<file path="src/rtl/mem_port_arbiter.sv">
// Arbitrates one single-port synchronous RAM between the fetch port (i, read-only)
// and the load/store port (d). One transaction at a time: issue, wait RD_LAT, ack.
module mem_port_arbiter #(
  parameter int ADDR_W = 32,
  parameter int DATA_W = 32,
  parameter int RD_LAT = 2
) (
  input  logic              clk,
  input  logic              reset,
  input  logic              i_req,
  input  logic [ADDR_W-1:0] i_addr,
  output logic              i_ack,
  output logic [DATA_W-1:0] i_rdata,
  input  logic              d_req,
  input  logic              d_we,
  input  logic [ADDR_W-1:0] d_addr,
  input  logic [DATA_W-1:0] d_wdata,
  output logic              d_ack,
  output logic [DATA_W-1:0] d_rdata,
  output logic              mem_en,
  output logic              mem_we,
  output logic [ADDR_W-1:0] mem_addr,
  output logic [DATA_W-1:0] mem_wdata,
  input  logic [DATA_W-1:0] mem_rdata,
  output logic              busy,
  output logic [1:0]        state_dbg
);

  // Handshake: a requester raises req with its fields stable and keeps it up until
  // its one-cycle ack; fields are sampled only in IDLE, and req must be low in the
  // cycle after ack unless a new request is being presented.

  typedef enum logic [1:0] {S_IDLE, S_ISSUE, S_WAIT, S_DONE} state_t;

  localparam logic [1:0] LAT_INIT = 2'(RD_LAT - 1);

  state_t            state, state_nx;
  logic [1:0]        cnt;
  logic              last_d;
  logic              gnt_d;
  logic [ADDR_W-1:0] lat_addr;
  logic              lat_we;
  logic [DATA_W-1:0] lat_wdata;
  logic              pick_d;
  logic              take;

  always_comb begin
    take     = i_req | d_req;
    // On a tie the port that did not win last time gets the RAM.
    pick_d   = d_req & (~i_req | ~last_d);
    state_nx = state;
    case (state)
      S_IDLE:  if (take) state_nx = S_ISSUE;
      S_ISSUE: state_nx = lat_we ? S_DONE : S_WAIT;
      S_WAIT:  if (cnt == 2'd0) state_nx = S_DONE;
      S_DONE:  state_nx = S_IDLE;
      default: state_nx = S_IDLE;
    endcase
  end

  always_ff @(posedge clk) begin
    if (reset) begin
      state     <= S_IDLE;
      cnt       <= 2'd0;
      last_d    <= 1'b0;
      gnt_d     <= 1'b0;
      lat_addr  <= '0;
      lat_we    <= 1'b0;
      lat_wdata <= '0;
      i_rdata   <= '0;
      d_rdata   <= '0;
    end else begin
      state <= state_nx;
      case (state)
        S_IDLE: begin
          if (take) begin
            gnt_d     <= pick_d;
            lat_addr  <= pick_d ? d_addr : i_addr;
            lat_we    <= pick_d & d_we;
            lat_wdata <= pick_d ? d_wdata : '0;
          end
        end
        S_ISSUE: begin
          if (!lat_we) cnt <= LAT_INIT;
        end
        S_WAIT: begin
          if (cnt != 2'd0) begin
            cnt <= cnt - 2'd1;
          end else if (gnt_d) begin
            d_rdata <= mem_rdata;
          end else begin
            i_rdata <= mem_rdata;
          end
        end
        S_DONE: last_d <= gnt_d;
        default: ;
      endcase
    end
  end

  // RAM strobes are decoded from state so nothing reaches them combinationally from req.
  assign mem_en    = (state == S_ISSUE);
  assign mem_we    = mem_en & lat_we;
  assign mem_addr  = mem_en ? lat_addr : '0;
  assign mem_wdata = mem_en ? lat_wdata : '0;
  assign i_ack     = (state == S_DONE) & ~gnt_d;
  assign d_ack     = (state == S_DONE) & gnt_d;
  assign busy      = (state != S_IDLE);
  assign state_dbg = state;

endmodule

</file>
<file path="config.mk">
export PLATFORM = sky130hd
export DESIGN_NAME = mem_port_arbiter
export DESIGN_NICKNAME = d
export VERILOG_FILES = /design/src/rtl/mem_port_arbiter.sv
export SDC_FILE = /design/constraint.sdc
export NUM_CORES = 1
export LEC_CHECK = 0
export ABC_AREA = 1
export CORE_MARGIN = 2
export CORE_UTILIZATION = 30
export CTS_CLUSTER_SIZE = 8
export DETAILED_ROUTE_END_ITERATION = 10
export GPL_TIMING_DRIVEN = 0
export PLACE_DENSITY_LB_ADDON = 0.05
export SLEW_MARGIN = 20
export SYNTH_ARGS = -nofsm -noshare
export SYNTH_HDL_FRONTEND = slang
export SYNTH_SLANG_ARGS = --single-unit
</file>
<file path="constraint.sdc">
create_clock -name clk -period 2 [get_ports clk]
set_clock_uncertainty 0.05 [all_clocks]
set_input_delay 0.3 -clock clk [delete_from_list [all_inputs] [get_ports clk]]
set_output_delay 0.3 -clock clk [all_outputs]
set_load 0.1 [all_outputs]
</file>
==> impl_results.md <==
- Status: complete, but fails checks
- Violated checks: setup timing
- Share of cells above drive strength 1: 28.2%
- TNS Setup: -4.01 ns
- Synth area leaders: dfxtp_1, nand2_1, a21oi_1
- Vias/cell: 4.37
- DR DRC count: 0
- CP required: 1.65 ns
- First-pass GRT wire length: 32,300 um
- Critical path class: flip-flop to primary output
- Yosys warnings: 0
- Combinational Power Share: 55.2%
- Worst rel slew slack: 32.5%
- Final min period: 2.13 ns
- Power, Total: 15,900 uW
- Largest net degree at the start of global routing: 17
- Routed wire per std cell: 14.4 um
- Core ar.: 19,400 um2
- Seq/Total Area, Yosys: 45.8%
- Initial antenna violation count: 0
- Clk slew on worst S/H paths: 0.07 ns
- Clock sink count: 135
- PwrDens: 1450 nW/um2
- Final hold violation count: 0
- Register bit total from synthesis: 135
- Final Worst Setup Slack: -0.127 ns
- Antenna diode count: 0
- Synthesized area per cell: 6.84 um2
- Die height: 144 um
- Drt first pass iters: 4
- Initial Utilization: 30.4%
- CP Capture Type: primary output
- IO Pins: 268
- Total CTS buffers: 17
- Worst-Margin Slew: 1.02 ns
- Final Routed Wirelength: 20,700 um
- Power Internal: 8120 uW
- Clock Path Buffers: 2
- Setup Viol. Count Final: 47
- Antenna-violating nets left: 0
- CP max FO: 6
- Grt ovf: 0
- Synth Instances: 862
- Maximum VDD drop: 0.000870 V
- Unrepaired setup endpoints after global routing: yes
- Clk pwr share: 20.9%
- Reg power frac: 23.9%
- CTS Hold Bufs: 0
- Synth area leader: dfxtp_1
- Distinct cells, synth: 18
- Iter 0 DRT Violations: 241
- Syn nets: 1,001
- TritonCTS clock tree: built
- DP HPWL: 14,600 um
- Area delta synth->final: 86.2%
- Worst hold path class: input port to flip-flop
- Global placement routability congestion: 0.790
- Net Sw Power: 7740 uW
- Fillers: 1,865
- H-tree depth: 4
- Critical Path Source Type: flip-flop
- Die area: 20,800 um2
- Multi-input gate area: 2820 um2
- FP Rows: 51
- Fmax: 0.470 GHz
- Slew Viols, Final: 0
- Share of the synthesized area in the top cell type: 45.8%
- Max cap viols: 0
- Switching share of power: 48.8%
- Die width: 144 um
- PortBufs: 266
- GRT Total Usage: 20.0%
- Via count: 6,282
- Final period util: 106%
- Clk root buf: clkbuf_16
- Final #Nets: 1,300
- WP data arrival: 1.78 ns
- Leak Pwr: 0.00483 uW
- Vias in the first global route: 6,324
- Sequential cell area: 2710 um2
- Synth Cell Area: 5900 um2
- Clock Latency Late Sink: 0.42 ns
-- cell usage in the layout (no fill, tap or decap), drive strengths merged --
| cell | n |
|---|---|
| o21ai | 68 |
| clkdlybuf4s15 | 36 |
| dfxtp | 135 |
| a21oi | 101 |
| clkbuf | 53 |
| clkinv | 1 |
| dlygate4sd2 | 6 |
| clkdlybuf4s50 | 131 |
| bufbuf | 1 |
| buf | 127 |
| nor2 | 76 |
| clkinvlp | 64 |
| nand3 | 35 |
| inv | 60 |
| ha | 6 |
| bufinv | 2 |
| nand2 | 272 |
-- metal layers --
metal / vias to the layer above / global-route usage [%] / wire (um)
met4: 0 / 6.64 / 331
met5: - / 0 / 0
met2: 176 / 32.9 / 9710
met3: 21 / 6.92 / 1560
li1: 3260 / - / -
met1: 2825 / 24.5 / 9070
-- worst paths after layout --
kind / end / slack [ns] / startpoint / depth (start not counted)
worst max-delay path: mem_addr[14] / -0.13 / state_dbg[1]$_SDFFE_PP0P_ / 7
worst min-delay path: d_rdata[16]$_SDFFE_PP0P_ / 0.36 / reset / 3
worst max register to register: lat_wdata[18]$_SDFFE_PP0P_ / 0.28 / state_dbg[1]$_SDFFE_PP0P_ / 10
worst min register to register: d_rdata[28]$_SDFFE_PP0P_ / 0.41 / d_rdata[28]$_SDFFE_PP0P_ / 2
-- per-stage QoR --
stage	util, %	area (um2)	setup WS, ns	cells	hold WS, ns
after floorplan	-	6170	-0.343	862	0.385
after global placement	47.3	9170	-0.723	1393	0.398
after global routing	56.6	11000	-0.186	1439	0.356
after detailed placement	47.3	9170	-0.733	1393	0.403
final	56.6	11000	-0.127	1439	0.358
after CTS	56.5	11000	-0.198	1440	0.350
-- power by group through the flow --
stage	logic, uW	clock network (uW)	registers (uW)
floorplan	3800	0	5380
global route	9280	3510	3870
CTS	8710	3400	3740
global placement	7300	0	3700
detailed placement	7320	0	3700
finish	8760	3320	3790
-- synthesized netlist by cell type, drive strengths merged --
cell type	n
o21ai	68
clkbuf	10
inv	112
buf	47
nand3	35
nand2	272
a21oi	101
ha	6
dfxtp	135
nor2	76
-- state kept, by name, indices dropped and copies added, names as in the netlist --
name / cells
lat_wdata: 32
lat_addr: 32
lat_we: 1
d_rdata: 32
gnt_d: 1
i_rdata: 32
last_d: 1
cnt: 2
state_dbg: 2
-- worst max-delay path, cell delays in order, from the launching register on --
cell	delay [ns]
dfxtp_4	0.37
inv_4	0.04
ha_4	0.17
buf_8	0.15
bufbuf_16	0.28
nand2_2	0.08
clkinvlp_4	0.09
buf_12	0.17
-- kinds of logic after synthesis --
kind of cell / share of synthesized area [%]
AOI/OAI and AO/OA: 14.3
adders and majority gates: 1.27
buffers and inverters: 12.8
DFF: 45.8
and+or+nand+nor: 25.7
-- what timing repair did --
action / in CTS / in global routing
buffers inserted: 9 / 1
endpoints found under the setup margin: 135 / 118
resized for setup: 806 / 94
pin swaps: 23 / 7
gates cloned: 6 / 0
-- area by class of cell --
type	count	area share, %
timing repair buffer	282	31.2
multi-input combinational	558	25.7
sequential	135	24.7
inverter	112	6.06
clock buffer	17	3.88
buffer	55	3.66
tap	265	3.02
clock inverter	15	1.74
Power figures use the tool's default switching activity.
